--- src/rtl/fb_pixel_writer_if.sv ---
// Pixel request channel from the compute cores into the framebuffer writer.
// Valid/ready handshake carrying an (x, y) coordinate and an RGB565 colour.
interface fb_pixel_writer_if;
  logic        pix_valid;
  logic        pix_ready;
  logic [10:0] pix_x;
  logic [10:0] pix_y;
  logic [15:0] pix_rgb;

  modport master (
    output pix_valid, pix_x, pix_y, pix_rgb,
    input  pix_ready
  );

  modport slave (
    input  pix_valid, pix_x, pix_y, pix_rgb,
    output pix_ready
  );
endinterface

--- src/rtl/fb_pixel_writer.sv ---
// Buffers (x, y, rgb565) pixel writes and turns each into a byte-enabled
// single-beat 64-bit DDRAM write; also blanks the whole framebuffer on request.
module fb_pixel_writer #(
  parameter int          FIFO_DEPTH = 16,
  parameter int          WIDTH      = 1920,
  parameter int          HEIGHT     = 1080,
  parameter int          LINE_WORDS = 512,
  parameter logic [28:0] BASE_WORD  = 29'h4000000
) (
  input  logic               clk,
  input  logic               reset_n,
  fb_pixel_writer_if.slave   pix,
  input  logic               clear_req,
  output logic               clear_busy,
  output logic               drop_pulse,
  input  logic               ddram_busy,
  output logic               ddram_we,
  output logic [28:0]        ddram_addr,
  output logic [63:0]        ddram_din,
  output logic [7:0]         ddram_be,
  output logic [7:0]         ddram_burstcnt,
  output logic               ddram_rd
);

  localparam int AW        = $clog2(FIFO_DEPTH);
  localparam int LSH       = $clog2(LINE_WORDS);
  localparam int CLR_WORDS = HEIGHT * LINE_WORDS;
  localparam int CW        = $clog2(CLR_WORDS);
  localparam logic [CW-1:0] CLR_LAST = CW'(CLR_WORDS - 1);

  typedef struct packed {
    logic [10:0] x;
    logic [10:0] y;
    logic [15:0] rgb;
  } pix_t;

  typedef enum logic [1:0] {
    IDLE,
    WRITE,
    CLEAR
  } state_t;

  pix_t          mem [FIFO_DEPTH];
  pix_t          head;
  logic [AW-1:0] wr_ptr;
  logic [AW-1:0] rd_ptr;
  logic [AW:0]   count;
  logic          full;
  logic          empty;
  logic          fire;
  logic          in_range;
  logic          push;
  logic          pop;
  logic          start_clr;
  logic          accept;

  state_t        state;
  state_t        state_n;
  logic [CW-1:0] cnt;
  logic [CW-1:0] cnt_n;
  logic          pend;
  logic          pend_n;
  logic          busy_n;
  logic          we_n;
  logic [28:0]   addr_n;
  logic [63:0]   din_n;
  logic [7:0]    be_n;

  assign full           = (count == (AW+1)'(FIFO_DEPTH));
  assign empty          = (count == '0);
  assign pix.pix_ready  = !full;
  assign fire           = pix.pix_valid && !full;
  assign in_range       = ({1'b0, pix.pix_x} < 12'(WIDTH)) &&
                          ({1'b0, pix.pix_y} < 12'(HEIGHT));
  assign push           = fire && in_range;
  assign head           = mem[rd_ptr];
  assign accept         = ddram_we && !ddram_busy;
  assign ddram_burstcnt = 8'd1;
  assign ddram_rd       = 1'b0;

  always_ff @(posedge clk) begin
    if (push) mem[wr_ptr] <= '{pix.pix_x, pix.pix_y, pix.pix_rgb};
  end

  always_ff @(posedge clk or negedge reset_n) begin
    if (!reset_n) begin
      wr_ptr     <= '0;
      rd_ptr     <= '0;
      count      <= '0;
      drop_pulse <= 1'b0;
    end else begin
      if (push) wr_ptr <= wr_ptr + AW'(1);
      if (pop)  rd_ptr <= rd_ptr + AW'(1);
      count      <= count + (AW+1)'(push) - (AW+1)'(pop);
      drop_pulse <= fire && !in_range;
    end
  end

  always_comb begin
    state_n   = state;
    cnt_n     = cnt;
    pend_n    = pend;
    busy_n    = clear_busy;
    we_n      = ddram_we;
    addr_n    = ddram_addr;
    din_n     = ddram_din;
    be_n      = ddram_be;
    pop       = 1'b0;
    start_clr = 1'b0;
    unique case (state)
      IDLE: begin
        if (clear_req)   start_clr = 1'b1;
        else if (!empty) pop       = 1'b1;
      end
      WRITE: begin
        if (clear_req) pend_n = 1'b1;
        if (accept) begin
          if (pend || clear_req) start_clr = 1'b1;
          else if (!empty)       pop       = 1'b1;
          else begin
            we_n    = 1'b0;
            state_n = IDLE;
          end
        end
      end
      CLEAR: begin
        if (clear_req) pend_n = 1'b1;
        if (accept) begin
          if (pend || clear_req) begin
            cnt_n  = '0;
            pend_n = 1'b0;
          end else if (cnt == CLR_LAST) begin
            we_n    = 1'b0;
            busy_n  = 1'b0;
            state_n = IDLE;
          end else begin
            cnt_n = cnt + CW'(1);
          end
          addr_n = BASE_WORD + 29'(cnt_n);
        end
      end
      default: state_n = IDLE;
    endcase
    // A pending clear always wins over draining the FIFO.
    if (start_clr) begin
      state_n = CLEAR;
      cnt_n   = '0;
      pend_n  = 1'b0;
      busy_n  = 1'b1;
      we_n    = 1'b1;
      addr_n  = BASE_WORD;
      din_n   = '0;
      be_n    = 8'hFF;
    end else if (pop) begin
      state_n = WRITE;
      we_n    = 1'b1;
      addr_n  = BASE_WORD + (29'(head.y) << LSH) + 29'(head.x[10:2]);
      din_n   = {4{head.rgb}};
      be_n    = 8'b11 << {head.x[1:0], 1'b0};
    end
  end

  always_ff @(posedge clk or negedge reset_n) begin
    if (!reset_n) begin
      state      <= IDLE;
      cnt        <= '0;
      pend       <= 1'b0;
      clear_busy <= 1'b0;
      ddram_we   <= 1'b0;
      ddram_addr <= '0;
      ddram_din  <= '0;
      ddram_be   <= '0;
    end else begin
      state      <= state_n;
      cnt        <= cnt_n;
      pend       <= pend_n;
      clear_busy <= busy_n;
      ddram_we   <= we_n;
      ddram_addr <= addr_n;
      ddram_din  <= din_n;
      ddram_be   <= be_n;
    end
  end

endmodule

--- src/flat_wrapper.sv ---
// flat-port wrapper written by rule: the top's interface ports become plain ports
module fb_pixel_writer_flat 
#(
  parameter int          FIFO_DEPTH = 16,
  parameter int          WIDTH      = 1920,
  parameter int          HEIGHT     = 1080,
  parameter int          LINE_WORDS = 512,
  parameter logic [28:0] BASE_WORD  = 29'h4000000
)
  (clk, reset_n, clear_req, clear_busy, drop_pulse, ddram_busy, ddram_we, ddram_addr, ddram_din, ddram_be, ddram_burstcnt, ddram_rd, pix_pix_valid, pix_pix_x, pix_pix_y, pix_pix_rgb, pix_pix_ready);
  fb_pixel_writer_if pix_i ();
  input  logic clk;
  input  logic reset_n;
  input  logic clear_req;
  output logic clear_busy;
  output logic drop_pulse;
  input  logic ddram_busy;
  output logic ddram_we;
  output logic [28:0] ddram_addr;
  output logic [63:0] ddram_din;
  output logic [7:0] ddram_be;
  output logic [7:0] ddram_burstcnt;
  output logic ddram_rd;
  input wire logic [$bits(pix_i.pix_valid)-1:0] pix_pix_valid;
  input wire logic [$bits(pix_i.pix_x)-1:0] pix_pix_x;
  input wire logic [$bits(pix_i.pix_y)-1:0] pix_pix_y;
  input wire logic [$bits(pix_i.pix_rgb)-1:0] pix_pix_rgb;
  output wire logic [$bits(pix_i.pix_ready)-1:0] pix_pix_ready;
  assign pix_i.pix_valid = pix_pix_valid;
  assign pix_i.pix_x = pix_pix_x;
  assign pix_i.pix_y = pix_pix_y;
  assign pix_i.pix_rgb = pix_pix_rgb;
  assign pix_pix_ready = pix_i.pix_ready;
  fb_pixel_writer #(.FIFO_DEPTH(FIFO_DEPTH), .WIDTH(WIDTH), .HEIGHT(HEIGHT), .LINE_WORDS(LINE_WORDS), .BASE_WORD(BASE_WORD)) u_core (.clk(clk), .reset_n(reset_n), .pix(pix_i), .clear_req(clear_req), .clear_busy(clear_busy), .drop_pulse(drop_pulse), .ddram_busy(ddram_busy), .ddram_we(ddram_we), .ddram_addr(ddram_addr), .ddram_din(ddram_din), .ddram_be(ddram_be), .ddram_burstcnt(ddram_burstcnt), .ddram_rd(ddram_rd));
endmodule
--- config.mk ---
export PLATFORM = sky130hd
export DESIGN_NAME = fb_pixel_writer_flat
export DESIGN_NICKNAME = d
export VERILOG_FILES = /design/src/rtl/fb_pixel_writer_if.sv /design/src/rtl/fb_pixel_writer.sv /design/src/flat_wrapper.sv
export SDC_FILE = /design/constraint.sdc
export NUM_CORES = 1
export LEC_CHECK = 0
export BUFFER_PORTS_ARGS = -buffer_cell sky130_fd_sc_hd__buf_2
export CORE_MARGIN = 5
export CORE_UTILIZATION = 50
export DETAILED_ROUTE_END_ITERATION = 16
export GPL_TIMING_DRIVEN = 0
export PLACE_DENSITY = 0.67
export SYNTH_ARGS = -nofsm -noshare
export SYNTH_HDL_FRONTEND = slang
export SYNTH_SLANG_ARGS = --single-unit
--- constraint.sdc ---
create_clock -name clk -period 6.4 [get_ports clk]
set_clock_uncertainty 0.2 [all_clocks]
set_input_delay 0.64 -clock clk [delete_from_list [all_inputs] [get_ports clk]]
set_output_delay 0.64 -clock clk [all_outputs]
set_load 0.005 [all_outputs]
Word level (Yosys, flattened, before mapping)
Memory sizes are Yosys's and may differ from the RTL's. Index checks and enable logic that the tools add are counted.

Bits in registers: 140. Memory bits (writable): 608. Word-level logic and storage cells: 111. Memories kept: 1. Latch bits: 0. Output and inout bits: 114. Memory bits (read-only): 0.

Reductions and logical operators: 24. Bitwise operators: 0. Div/mod/pow operators: 0. Multiply operators: 0. Add/sub/neg operators: 8. Shift operators: 1. Magnitude comparators: 2. Eq/ne operators: 12. Multiplexer cells: 51.

Memory list: u_core.mem (words 16, width 38, read ports 1, clocked after memory_dff 0, write ports 1, line fb_pixel_writer.sv:43) `pix_t mem [FIFO_DEPTH];`.

Operators by type and width (count): 20-bit 2-to-1 mux (7); 64-bit 2-to-1 mux (2); 29-bit 2-to-1 mux (4); 27-bit by 20-bit adder with 28-bit output (first input constant) (2); 29-bit by 9-bit adder with 29-bit output (1); 1-bit 2-to-1 mux (23); 11-bit less-than comparator (second input constant) (2); 20-bit by 1-bit adder with 20-bit output (second input constant) (1); 20-bit == test (second input constant) (1); 2-bit 2-to-1 mux (8); 8-bit 2-to-1 mux (2); 4-bit by 1-bit != test with 1-bit output (second input constant) (4); 7-bit AND reduction (2); 3-bit nonzero test (3); 4-bit by 1-bit adder with 4-bit output (second input constant) (2); 4-bit by 2-bit != test with 1-bit output (second input constant) (2); 1-bit case mux with 2 select lines (4); 2-bit nonzero test (4); 2-bit by 3-bit << shifter with 8-bit output (first input constant) (1); 2-bit case mux with 3 select lines (1); 5-bit by 1-bit adder with 5-bit output (1); 5-bit == test (second input constant) (1); 1-bit logical AND (5); 5-bit zero test (1); 11 further kinds (14).

Longest topological paths before layout
Depth in word-level cells: 10. Gate-level depth with buffers: 16. Gate-level depth less buffers: 15.

Worst setup path after synthesis
OpenSTA, ideal clock, no wires.

Path kind: in2reg. Start: in pix_pix_y[9]. End: mem u_core.mem[3][0] (netlist bit), enable pin. Stages on the path: 6. Arrival time: 4233 ps. Path slack: 1487 ps. Required time: 5720 ps. Cells stage by stage: nor4_1 a21boi_0 nor3_1 clkbuf_1 nand2_1 nor3_1.

Cells in the longest elaborated chain, start to end: 5.

Ends and longest elaborated chain: start: declaration (line flat_wrapper.sv:26) `input wire logic [$bits(pix_i.pix_y)-1:0] pix_pix_y;`; 11-bit less-than comparator (line fb_pixel_writer.sv:74) `({1'b0, pix.pix_y} < 12'(HEIGHT));`; 1-bit logical AND (line fb_pixel_writer.sv:73) `assign in_range = ({1'b0, pix.pix_x} < 12'(WIDTH)) &&`; 1-bit logical AND (line fb_pixel_writer.sv:75) `assign push = fire && in_range;`; 1-bit 2-to-1 mux (line fb_pixel_writer.sv:82) `if (push) mem[wr_ptr] <= '{pix.pix_x, pix.pix_y, pix.pix_rgb};`; 1-bit 2-to-1 mux (not written as such) (line fb_pixel_writer.sv:82); end: declaration (line fb_pixel_writer.sv:43).

No other way between the ends.

Worst setup path after layout
Start: in pix_pix_y[7]. End: mem u_core.mem[3][13] (netlist bit), enable pin.

Same word-level chain as after synthesis.

==> flow_summary.toml <==
[global_route]
antenna_found_initial = 8
track_usage_pct = 22.6
gr-total-overflow = 0
grt_max_degree = 44
grt_pass1_vias = 15100
grt_pass1_wl_mm = 99.5

[placement]
dpl-instance-area_mm2 = 0.0298
portBuffers = 139
place_hpwl_mm = 42.2
gp_congestion = 0.890
place_ws_ns = 1.67

[logic_synthesis]
syn-cell-area_mm2 = 0.0277
synth_cells = 1430
synth_common_cells = "608 x edfxtp_1, 165 x mux4_2, 80 x dfrtp_1, 76 x buf_4, 60 x nand2_1"
yosysTopAreaCell = "edfxtp_1"
async_reset_ff_share_pct = 11.6
yosys.area.top_type_share_pct = 65.9
syn_avg_cell_area_um2 = 19.4
netlist_top_cells_area = "edfxtp_1 66%, mux4_2 13%, dfrtp_1 7.2%"
ys_ff_latch = 688
yosysMostFrequentCell = "edfxtp_1"
synthFlopType = "edfxtp_1"
ys.warnings.count = 0
ys_seq_area_share_pct = 73.1
ys_types = 72
synth_edf_count = 608

[routing]
totalWireLength_mm = 68.0
first_pass_iters = 7
first_iter_violations = 1548
wl_per_cell_um = 27.4
drc = 0
final_antenna_net_count = 0
vias = 14700
via_per_inst = 5.92

[worst_setup_path]
cp_cell_sequence = "buf_2 -> nor4_1 -> a21boi_0 -> nor3_1 -> clkbuf_1 -> nand2_1 -> nor3_2 -> buf_6 -> buf_6 -> buf_6"
cp.required_ns = 6.51
crit_buf_inv = 5
critPathLaunchType = "primary input"
r2r_slack_ns = 2.53
critical-path-max-stage-delay_ns = 0.86
crit_family = "simple AND/OR/NAND/NOR gates"
cp_slowest_cell = "nor4_1"
crit_path_frequent_cell = "buf_6"
cp.arrival_ns = 4.25
cp_max_fo = 17
cp-end-kind = "register"
path_class = "in -> reg"

[outcome]
outcome = "completed"

[floorplanning]
start_util_pct = 50.4
dieArea_mm2 = 0.0602
die_h_um = 245
dieWidth_um = 245
io_pins = 157
std_cell_rows = 86
core_region_area_mm2 = 0.0550

[finish]
layout-drive-gt1-share_pct = 31.9
num-nets-final = 1736
fillers = 4059
fin_util_pct = 58.3
finish.instance_area_mm2 = 0.0320
syn_to_final_growth_pct = 15.7

[sta]
min_period_ns = 4.14
finalSetupViolations = 0
worst_slew_pin_slew_ns = 1.23
fmax_ghz = 0.242
drv_slew = 0
hold_viol = 0
post-route-period-util_pct = 64.7
slew_headroom_pct = 18.1
rsz0062_at_grt = "no"
setup_ws_ns = 2.26

[worst_hold_path]
hold_class = "in -> reg"

[clock_network]
clk_pin_slew_ns = 0.06
htreeDepth = 3
cts_tree = "done"
cts_resized = 0
cts_made_buffers = 71
cts_max_path_buffers = 3
root_buffer = "clkbuf_16"
cts.sinks = 688
worstSkewPairLatency_ns = 0.60
post_cts_buffers = 0
ctsHoldBuffers = 1

[pwr]
leakage_nw = 11.1
max-vdd-ir-drop_mv = 0.222
powerDensity_mw_per_mm2 = 422

[job]
max_cap_viol_count = 0
[flip-flops by register name, summed over array words and instances (netlist names)]
register / count
u_core.clear_busy: 1
u_core.cnt: 20
u_core.count: 5
u_core.ddram_addr: 21
u_core.ddram_be: 4
u_core.ddram_din: 16
u_core.ddram_we: 1
u_core.drop_pulse: 1
u_core.mem: 608
u_core.pend: 1
u_core.rd_ptr: 4
u_core.state: 2
u_core.wr_ptr: 4
[worst paths after layout]
path / start / endpoint / cells past startpoint
setup / recovery: pix_pix_y[7] / u_core.mem[3][13] / 10
setup reg to reg: u_core.state[1] / u_core.ddram_addr[18] / 8
hold reg to reg: u_core.ddram_addr[26] / u_core.ddram_addr[26] / 1
max in group asynchronous: reset_n / u_core.ddram_din[48] / 3
hold / removal: pix_pix_valid / u_core.drop_pulse / 3
min in group asynchronous: reset_n / u_core.ddram_addr[18] / 2
[per-stage QoR]
step	cells	TNS [ns]	power, mW	hold slack (ns)
finish	2485	0	13.5	0.107
global route	2482	0	14.1	0.120
CTS	2481	0	13.6	0.0909
detailed placement	2351	0	9.62	0.261
global placement	2332	-123.78	9.51	0.245
floorplan	1445	0	8.18	0.144
[final cells by class]
class	instances	area, um2	area share, %
well taps	748	936	2.92
repair buffers	159	1050	3.28
multi-input cells	599	6610	20.6
clock buffers	89	1890	5.88
inverters	25	93.8	0.293
plain buffers	133	830	2.59
flip-flops and latches	688	20300	63.2
diodes	4	10.0	0.0312
clock inverters	40	368	1.15
[kinds of logic after synthesis]
kind of cell	Yosys count	share of synthesized area, %
other	2	0.0271
flip-flops	688	73.1
AO/OA/AOI/OAI	149	3.80
adder cells (fa/ha/maj)	16	0.750
XOR/XNOR	21	0.664
multiplexers	193	14.5
buffers and inverters	158	3.33
AND/OR/NAND/NOR	203	3.83
[per-layer routing]
layer / vias to the layer above / global-route usage (%) / part of all wire [%]
met5: - / 0 / 0.10
met2: 580 / 37.3 / 50
li1: 6241 / - / -
met4: 10 / 5.23 / 2.0
met1: 7778 / 31.1 / 40
met3: 114 / 5.37 / 7.6
[placed cells by master, fill, tap and decap left out, types with 17 or more instances in the layout]
master and count:
dfrtp_1 80, clkbuf_16 72, nand2_1 60, o21ai_0 30, clkinv_1 17, nor2_1 31
buf_4 77, mux2i_1 17, nand3_1 25, clkbuf_1 48, mux4_2 165, buf_2 155
edfxtp_1 608, inv_1 23, a22o_1 20, a21oi_1 26, conb_1 17
[worst min-delay path, cell delays in order]
cell,delay (ns)
buf_2,0.09
nand2_1,0.09
nor2_1,0.05
[power by group]
part | internal, mW | switching [mW] | leakage [nW] | total, mW
combinational | 1.86 | 2.20 | 3.54 | 4.06
clock | 2.31 | 1.70 | 1.10 | 4.01
sequential | 5.25 | 0.199 | 6.50 | 5.45
No activity file was read; power rests on OpenSTA's default activity.
